`src/rtl/ebpf_ldx_extend_ctrl.sv`:
```
// eBPF LDX / LDX-SX load sequencer: issues one or two word reads, extracts the
// addressed B/H/W field or assembles a DW, and extends the result to 64 bits.
module ebpf_ldx_extend_ctrl #(
  parameter int ADDR_W = 32
) (
  input  logic              clk,
  input  logic              rst,
  input  logic              req_valid,
  output logic              req_ready,
  input  logic [ADDR_W-1:0] req_addr,
  input  logic [1:0]        req_size,
  input  logic              req_signed,
  input  logic [3:0]        req_rd,
  output logic              mem_rd_valid,
  output logic [ADDR_W-1:0] mem_rd_addr,
  input  logic              mem_rd_ready,
  input  logic              mem_rsp_valid,
  input  logic [31:0]       mem_rsp_data,
  input  logic              mem_rsp_err,
  output logic              res_valid,
  output logic [63:0]       res_data,
  output logic [3:0]        res_rd,
  output logic              res_err,
  input  logic              res_ready,
  output logic              busy
);

  typedef enum logic [2:0] {
    IDLE   = 3'd0,
    ISSUE0 = 3'd1,
    WAIT0  = 3'd2,
    ISSUE1 = 3'd3,
    WAIT1  = 3'd4,
    RESP   = 3'd5
  } state_t;

  localparam logic [1:0] SZ_B  = 2'b00;
  localparam logic [1:0] SZ_H  = 2'b01;
  localparam logic [1:0] SZ_DW = 2'b11;

  state_t              state_r, state_s;
  logic [ADDR_W-1:0]   addr_r;
  logic [1:0]          size_r;
  logic                signed_r;
  logic [31:0]         lo_r;
  logic [63:0]         res_data_r;
  logic                res_err_r;
  logic [3:0]          res_rd_r;
  logic [ADDR_W-1:0]   base_addr_s;
  logic                misaligned_s;

  function automatic logic misaligned_f(input logic [2:0] a, input logic [1:0] sz);
    case (sz)
      2'b00:   misaligned_f = 1'b0;
      2'b01:   misaligned_f = a[0];
      2'b10:   misaligned_f = (a[1:0] != 2'b00);
      2'b11:   misaligned_f = (a[2:0] != 3'b000);
      default: misaligned_f = 1'b1;
    endcase
  endfunction

  // Little-endian lane select followed by sign or zero extension to 64 bits.
  function automatic logic [63:0] extend_f(input logic [31:0] word, input logic [1:0] lane,
                                           input logic [1:0] sz, input logic sgn);
    logic [31:0] sh_b;
    logic [31:0] sh_h;
    sh_b = word >> {lane, 3'b000};
    sh_h = word >> {lane[1], 4'b0000};
    case (sz)
      2'b00:   extend_f = {{56{sgn & sh_b[7]}}, sh_b[7:0]};
      2'b01:   extend_f = {{48{sgn & sh_h[15]}}, sh_h[15:0]};
      default: extend_f = {{32{sgn & word[31]}}, word};
    endcase
  endfunction

  assign misaligned_s = misaligned_f(req_addr[2:0], req_size);
  assign base_addr_s  = {addr_r[ADDR_W-1:2], 2'b00};

  assign req_ready    = (state_r == IDLE);
  assign busy         = (state_r != IDLE);
  assign res_valid    = (state_r == RESP);
  assign res_data     = res_data_r;
  assign res_err      = res_err_r;
  assign res_rd       = res_rd_r;
  assign mem_rd_valid = (state_r == ISSUE0) || (state_r == ISSUE1);
  assign mem_rd_addr  = (state_r == ISSUE0) ? base_addr_s :
                        (state_r == ISSUE1) ? base_addr_s + ADDR_W'(4) : '0;

  // Next-state decode.
  always_comb begin
    state_s = state_r;
    case (state_r)
      IDLE: begin
        if (req_valid) state_s = misaligned_s ? RESP : ISSUE0;
        else           state_s = IDLE;
      end
      ISSUE0: begin
        if (mem_rd_ready) state_s = WAIT0;
        else              state_s = ISSUE0;
      end
      WAIT0: begin
        if (mem_rsp_valid) begin
          if (!mem_rsp_err && size_r == SZ_DW) state_s = ISSUE1;
          else                                 state_s = RESP;
        end else begin
          state_s = WAIT0;
        end
      end
      ISSUE1: begin
        if (mem_rd_ready) state_s = WAIT1;
        else              state_s = ISSUE1;
      end
      WAIT1: begin
        if (mem_rsp_valid) state_s = RESP;
        else               state_s = WAIT1;
      end
      RESP: begin
        if (res_ready) state_s = IDLE;
        else           state_s = RESP;
      end
      default: state_s = IDLE;
    endcase
  end

  // State register.
  always_ff @(posedge clk or posedge rst) begin
    if (rst) state_r <= IDLE;
    else     state_r <= state_s;
  end

  // Request capture, beat assembly and registered result.
  always_ff @(posedge clk or posedge rst) begin
    if (rst) begin
      addr_r     <= '0;
      size_r     <= 2'b00;
      signed_r   <= 1'b0;
      lo_r       <= 32'd0;
      res_data_r <= 64'd0;
      res_err_r  <= 1'b0;
      res_rd_r   <= 4'd0;
    end else begin
      case (state_r)
        IDLE: begin
          if (req_valid) begin
            addr_r     <= req_addr;
            size_r     <= req_size;
            signed_r   <= req_signed;
            res_rd_r   <= req_rd;
            res_err_r  <= misaligned_s;
            res_data_r <= 64'd0;
          end
        end
        WAIT0: begin
          if (mem_rsp_valid) begin
            if (mem_rsp_err) begin
              res_err_r  <= 1'b1;
              res_data_r <= 64'd0;
            end else if (size_r == SZ_DW) begin
              lo_r <= mem_rsp_data;
            end else begin
              res_err_r  <= 1'b0;
              res_data_r <= extend_f(mem_rsp_data, addr_r[1:0], size_r, signed_r);
            end
          end
        end
        WAIT1: begin
          if (mem_rsp_valid) begin
            res_err_r  <= mem_rsp_err;
            res_data_r <= mem_rsp_err ? 64'd0 : {mem_rsp_data, lo_r};
          end
        end
        RESP: begin
          // Clear after handshake so an idle controller presents a zero result.
          if (res_ready) begin
            res_data_r <= 64'd0;
            res_err_r  <= 1'b0;
            res_rd_r   <= 4'd0;
          end
        end
        default: begin
          lo_r <= lo_r;
        end
      endcase
    end
  end

endmodule
```
`config.mk`:
```
export PLATFORM = sky130hd
export DESIGN_NAME = ebpf_ldx_extend_ctrl
export DESIGN_NICKNAME = d
export VERILOG_FILES = /design/src/rtl/ebpf_ldx_extend_ctrl.sv
export SDC_FILE = /design/constraint.sdc
export NUM_CORES = 1
export LEC_CHECK = 0
export ABC_AREA = 1
export BUFFER_PORTS_ARGS = -buffer_cell sky130_fd_sc_hd__buf_2
export CAP_MARGIN = 15
export CORE_ASPECT_RATIO = 1.1
export CORE_MARGIN = 2
export CORE_UTILIZATION = 59
export DETAILED_ROUTE_END_ITERATION = 8
export GPL_ROUTABILITY_DRIVEN = 0
export MAX_ROUTING_LAYER = met4
export PLACE_DENSITY = 0.91
export SLEW_MARGIN = 20
export SYNTH_ARGS = -nofsm -noshare
export SYNTH_HDL_FRONTEND = slang
export SYNTH_SLANG_ARGS = --single-unit
```
`constraint.sdc`:
```
create_clock -name clk -period 6.6 [get_ports clk]
set_clock_uncertainty 0.1 [all_clocks]
set_input_delay 0.33 -clock clk [delete_from_list [all_inputs] [get_ports clk]]
set_output_delay 0.33 -clock clk [all_outputs]
set_load 0.005 [all_outputs]
```
==> results of run 1 <==
state kept, by name (all words and copies together) (netlist names):
signal    flops
addr_r       32
res_rd        4
lo_r         32
state_r       3
signed_r      1
size_r        2
res_data     64
res_err       1
where the power goes:
group	internal (mW)	leakage (nW)	total, mW	switching [mW]
registers	1.26	1.64	1.57	0.304
clock network	0.740	0.331	1.11	0.375
logic	0.808	2.94	2.27	1.47
path summary, 6_finish.rpt:
check	startpoint	end	slack, ps	cells past startpoint
min in group asynchronous	rst	addr_r[13]	460	3
worst min-delay path	req_addr[11]	addr_r[11]	-0.1	3
worst min register to register	res_data[6]	res_data[6]	380	2
worst max register to register	state_r[2]	res_data[57]	3640	8
max in group asynchronous	rst	res_data[29]	4630	4
worst max-delay path	state_r[0]	mem_rd_addr[7]	3410	7
area by class of cell:
class / instances / area [um2] / area share, %
multi-input combinational: 795 / 3592 / 38.03
sequential: 139 / 3478 / 36.83
timing repair buffer: 188 / 996.0 / 10.54
inverter: 126 / 480.5 / 5.087
clock buffer: 22 / 474.2 / 5.021
clock inverter: 10 / 210.2 / 2.225
tap: 161 / 201.4 / 2.133
antenna: 5 / 12.51 / 0.1325
cell usage in the layout, fill, tap and decap left out, types with 2 or more instances in the layout:
| cell | count |
|---|---|
| nor3_1 | 15 |
| nand2_1 | 268 |
| clkbuf_16 | 17 |
| inv_1 | 119 |
| diode_2 | 5 |
| bufinv_16 | 6 |
| o21ai_1 | 7 |
| dfrtp_1 | 139 |
| nand2_4 | 3 |
| buf_4 | 5 |
| buf_2 | 180 |
| inv_6 | 2 |
| clkbuf_1 | 2 |
| nand3_1 | 40 |
| o22ai_1 | 7 |
| nand3_2 | 3 |
| xor2_1 | 4 |
| conb_1 | 2 |
| nor2_2 | 2 |
| nor2_4 | 5 |
| nand2_2 | 6 |
| o211ai_1 | 4 |
| clkbuf_8 | 3 |
| a21oi_1 | 149 |
| o2111ai_1 | 2 |
| o21ai_0 | 112 |
| nor2_1 | 157 |
| inv_2 | 4 |
metal layers:
layer  wire length (um)  vias up  share of wire [%]  track usage (%)
met2              11040      635                 46            52.87
met5                  0        -                  0                -
met1               9155     3916                 38            47.50
met3               2885      114                 12            7.397
met4               1088        0                4.5            15.35
li1                   -     3883                  -                -
worst reg2reg max path, cell delays in order (launching register included):
cell      delay (ps)
dfrtp_1          460
nor2_2           190
nand2_2          130
inv_4            150
nand2_4          360
nand3b_2         630
buf_4            530
nor2_1           120
a21oi_1          210
cell families (layout without fill, tap and decap cells):
family | count (synthesis) | after routing
other | 1 | 7
buffers and inverters | 182 | 346
xor gates and xnor gates | 4 | 4
AOI/OAI and AO/OA | 286 | 286
adders and majority gates | 1 | 1
DFF | 139 | 139
and+or+nand+nor | 502 | 502
what timing repair did:
action | in CTS | in global routing
buffers inserted | 0 | 0
hold endpoints to repair | 71 | 0
hold buffers | 1 | 0
==> results.py, run 1 <==
metrics = {
    "clock_network": {
        "post_cts_resized": 0,
        "worstSkewPairLatency_ps": 430,
        "clk_pin_slew_ps": 60,
        "htreeDepth": 4,
        "cts_tree": "built",
        "cts_buffer_depth": 2,
        "cts-root-buf": "clkbuf_16",
        "cts_sinks": 139,
        "numCtsBuffers": 17,
    },
    "yosys": {
        "synthMuxAreaShare_pct": 0,
        "synthArstFlopShare_pct": 100.0,
        "synth_edf_count": 0,
        "ys_top_cells_by_area": "dfrtp_1 (45%), nand2_1 (13%), a21oi_1 (9.6%)",
        "yosys-top-cells-count": "nand2_1 (269), nor2_1 (158), a21oi_1 (149), dfrtp_1 (139), inv_1 (120)",
        "synthSimpleGateAreaFrac_pct": 26.21,
        "synthCells": 1115,
        "synth-seq-cells": 139,
        "yosys_warnings": 0,
        "synth_most_common_cell": "nand2_1",
        "syn_area_per_cell_um2": 7.001,
        "synthDistinctLibCells": 36,
        "synth_xor_area_share_pct": 0.4488,
        "synth_compound_area_share_pct": 18.85,
        "yosys.area_share.adder_pct": 0.1603,
        "synth_top_area_share_pct": 44.56,
        "ys_seq_area_share_pct": 44.56,
        "synth_top_family_by_area": "simple AND/OR/NAND/NOR gates",
        "synth_area_um2": 7806,
        "yosysTopAreaCell": "dfrtp_1",
        "synth_flop_cell": "dfrtp_1",
    },
    "timing": {
        "drv_slew": 0,
        "holdWs_ps": -0.1303,
        "hold_viol": 1,
        "max_slew_margin_pct": 42.48,
        "worst-slew-pin-transition_ps": 862.8,
        "setup_viol": 0,
        "timing.fmax_mhz": 313.9,
        "tns_ps": 0,
        "rsz0062_at_grt": "no",
        "fin_crit_sh_pct": 48.27,
        "period_needed_ps": 3186,
        "setup_slack_ps": 3414,
    },
    "worst_setup_path": {
        "critPathArrivalTime_ps": 2760,
        "crit_path_end_kind": "output port",
        "cp_max_fo": 20,
        "crit_required_ps": 6170,
        "cp_top_family": "buffers and inverters",
        "path_cells": "inv_1 > nor2_1 > nand2_2 > inv_1 > o21ai_0 > o22ai_1 > buf_2",
        "cp_num_buf_inv": 3,
        "critPathKind": "flip-flop to output port",
        "worst_path_max_delay_cell": "inv_1",
        "cpMostUsedCell": "inv_1",
        "max_stage_delay_ps": 580,
        "start_kind": "flip-flop",
    },
    "cells_and_area": {
        "area_growth_pct": 21.00,
        "nFillCells": 968,
        "utilization_pct": 72.39,
        "drive_gt1_share_pct": 19.06,
        "stdcell_area_um2": 9445,
        "nNetsFinal": 1346,
        "fin_cells": 1446,
    },
    "route": {
        "first_pass_iters": 6,
        "ant_nets": 0,
        "vias": 8548,
        "via_per_inst": 5.911,
        "post-route-drc-count": 0,
        "totalWireLength_mm": 24.17,
        "drt_iter0_drc": 1195,
        "wl_per_cell_um": 16.72,
    },
    "floorplanning": {
        "die_x_um": 113.7,
        "dieHeight_um": 124.6,
        "coreArea_um2": 13050,
        "dieArea_um2": 14170,
        "start_util_pct": 59.83,
        "rows": 44,
        "ioPinCount": 183,
    },
    "status": {
        "failed_checks": "negative hold slack",
        "status": "finished, violations left",
    },
    "global_route": {
        "grt_usage_pct": 35.55,
        "antenna_found_initial": 5,
        "grt_max_degree": 73,
        "grt_pass1_wl_mm": 38.76,
        "overflow": 0,
        "grt_pass1_vias": 7786,
    },
    "placed_design": {
        "io_buffers": 180,
        "dp_cells": 1407,
        "dp_worst_setup_slack_ps": 3283,
        "dpl_cell_area_um2": 8713,
        "dp_hpwl_mm": 16.13,
    },
    "power": {
        "total_power_mw": 4.955,
        "vdd_drop_max_uv": 242.7,
        "leakage_nw": 4.908,
        "powerDensity_nw_per_um2": 524.6,
    },
    "job": {
        "cap_violations": 0,
    },
    "worst_hold_path": {
        "hp-class": "primary input to flip-flop",
    },
}
(Power assumes the default switching activity.)
==> run 2, diff against run 1 <==
- CORE_UTILIZATION: 59 -> 49
- PLACE_DENSITY: 0.91 -> 0.82
- clock period: 6.6 -> 2.9 ns (I/O delays scaled with it)
==> run 2 against run 1 <==
Effect of this change:
- the run now ends clean
- clock power grew 100%
- final cell count is 8.2% higher
- critical path depth increased by 3
- routed wire length increased by 5.4%
- sequential power rose by 120%
- design area rose by 8.3%
- combinational power up 140%
- setup slack lost 3100 ps
- global-route usage fell by 4.9 points
- hold slack improved by 9.8 ps
==> results.py, run 2 (synthesis gave the netlist of run 1 again) <==
metrics = {
    "placed_design": {
        "dp_cells": 1456,
        "io_buffers": 180,
        "dp_hpwl_mm": 16.85,
    },
    "power": {
        "powerDensity_nw_per_um2": 1082,
        "total_power_mw": 11.07,
        "vdd_drop_max_uv": 750.0,
        "leakage_nw": 5.206,
    },
    "worst_setup_path": {
        "worst_path_max_delay_cell": "nor2_1",
        "start_kind": "flip-flop",
        "crit_path_end_kind": "output port",
        "max_stage_delay_ps": 430,
        "worstRegToRegCells": 8,
        "critPathKind": "flip-flop to output port",
        "critPathArrivalTime_ps": 2380,
        "path_cells": "ha_1 > nand2_1 > inv_1 > nand2_1 > nor2_1 > nand3_1 > nand2_1 > nand2_1 > o21ai_0 > buf_2",
        "cp_max_fo": 6,
        "crit_required_ps": 2650,
        "cpMostUsedCell": "nand2_1",
    },
    "timing": {
        "max_slew_margin_pct": 57.87,
        "drv_slew": 0,
        "rsz0062_at_grt": "no",
        "worst-slew-pin-transition_ps": 627.1,
        "hold_viol": 0,
        "timing.fmax_mhz": 381.4,
        "fin_crit_sh_pct": 90.42,
        "setup_viol": 0,
        "tns_ps": 0,
        "period_needed_ps": 2622,
    },
    "cells_and_area": {
        "largest_register_ff_count": 64,
        "layout_common_cells": "nand2_1 (267), buf_2 (180), nor2_1 (157)",
        "seqCellArea_um2": 3478,
        "area_growth_pct": 31.06,
        "utilization_pct": 65.52,
        "nFillCells": 1287,
        "drive_gt1_share_pct": 18.77,
        "multi_input_area_um2": 3590,
        "fin_cells": 1565,
        "nNetsFinal": 1430,
        "final_common_cell": "nand2_1",
    },
    "floorplanning": {
        "start_util_pct": 49.99,
        "ioPinCount": 183,
        "die_x_um": 124.3,
        "rows": 48,
        "dieHeight_um": 136.4,
        "coreArea_um2": 15620,
        "dieArea_um2": 16960,
    },
    "worst_hold_path": {
        "hp-class": "primary input to flip-flop",
        "hold_depth": 4,
    },
    "global_route": {
        "antenna_found_initial": 1,
        "overflow": 0,
        "grt_pass1_wl_mm": 40.65,
        "grt_pass1_vias": 8132,
        "grt_usage_pct": 30.68,
        "grt_max_degree": 86,
    },
    "route": {
        "ant_nets": 0,
        "first_pass_iters": 5,
        "via_per_inst": 5.535,
        "totalWireLength_mm": 25.49,
        "post-route-drc-count": 0,
        "drt_iter0_drc": 1087,
        "wl_per_cell_um": 16.29,
        "vias": 8663,
    },
    "clock_network": {
        "cts_setup_buffers": 0,
        "cts_tree": "built",
        "cts_sinks": 139,
        "cts-root-buf": "clkbuf_16",
        "numCtsBuffers": 17,
        "cts_buffer_depth": 2,
        "worstSkewPairLatency_ps": 420,
        "htreeDepth": 4,
        "clk_pin_slew_ps": 60,
    },
    "job": {
        "cap_violations": 0,
    },
    "status": {
        "status": "complete, no violations",
    },
}
-- run 2: cell count changes in the layout (fill, tap and decap cells not counted), moves of 2 or more --
cell | before | now
clkinvlp_4 | 1 | 5
nand2_2 | 6 | 8
buf_12 | 1 | 3
diode_2 | 5 | 1
buf_4 | 5 | 13
dlygate4sd3_1 | 1 | 76
clkbuf_8 | 3 | 5
bufinv_16 | 6 | 2
-- run 2: layout make-up --
| type | count | share of cell area (%) |
|---|---|---|
| Inverter | 126 | 4.721 |
| Sequential cell | 139 | 34.00 |
| Tap cell | 200 | 2.446 |
| Timing Repair Buffer | 272 | 17.78 |
| Clock buffer | 23 | 4.867 |
| Clock inverter | 9 | 1.076 |
| Antenna cell | 1 | 0.02446 |
| Multi-Input combinational cell | 795 | 35.09 |
-- run 2: critical path: cells and delay by family (launching register included) --
kind	cells	cell delay (ps)
compound gates	1	150
buf+inv	2	230
flops	1	380
fa+ha+maj	1	190
simple gates	6	1010
-- run 2: path summary, 6_finish.rpt --
| check | start | end | slack (ps) |
|---|---|---|---|
| min in group asynchronous | rst | res_err | 310 |
| worst max register to register | size_r[1] | res_data[40] | 670 |
| worst min register to register | res_data[3] | res_data[3] | 370 |
| worst min-delay path | res_ready | state_r[2] | 10 |
| worst max-delay path | addr_r[3] | mem_rd_addr[20] | 280 |
| max in group asynchronous | rst | res_data[56] | 1990 |
-- run 2: power by group --
part / switching [mW] / internal, mW
clock: 0.853 / 1.38
sequential: 0.602 / 2.87
combinational: 3.42 / 1.94
total: 4.88 / 6.20
-- run 2: stage by stage --
| stage | hold slack [ps] | instance area [um2] | setup WS (ps) |
|---|---|---|---|
| global route | 41.62 | 10230 | 83.99 |
| finish | 9.641 | 10230 | 277.9 |
| global placement | 192.5 | 8853 | 708.5 |
| floorplan | 161.7 | 7814 | 919.9 |
| detailed placement | 190.7 | 8853 | 625.5 |
| CTS | 0.5360 | 10220 | 156.9 |
-- run 2: layer usage --
| metal | up-vias | global-route usage, % | share of wire [%] | wire [um] |
|---|---|---|---|---|
| li1 | 4044 | - | - | - |
| met1 | 4004 | 40.01 | 41 | 10370 |
| met5 | - | - | 0 | 0 |
| met2 | 519 | 47.06 | 46 | 11740 |
| met3 | 96 | 6.848 | 9.6 | 2448 |
| met4 | 0 | 11.99 | 3.7 | 932 |
-- run 2: what timing repair did --
item,CTS,global route
hold buffers,76,0
hold endpoints to repair,222,0
endpoints found under the setup margin,0,4
resized for setup,0,2
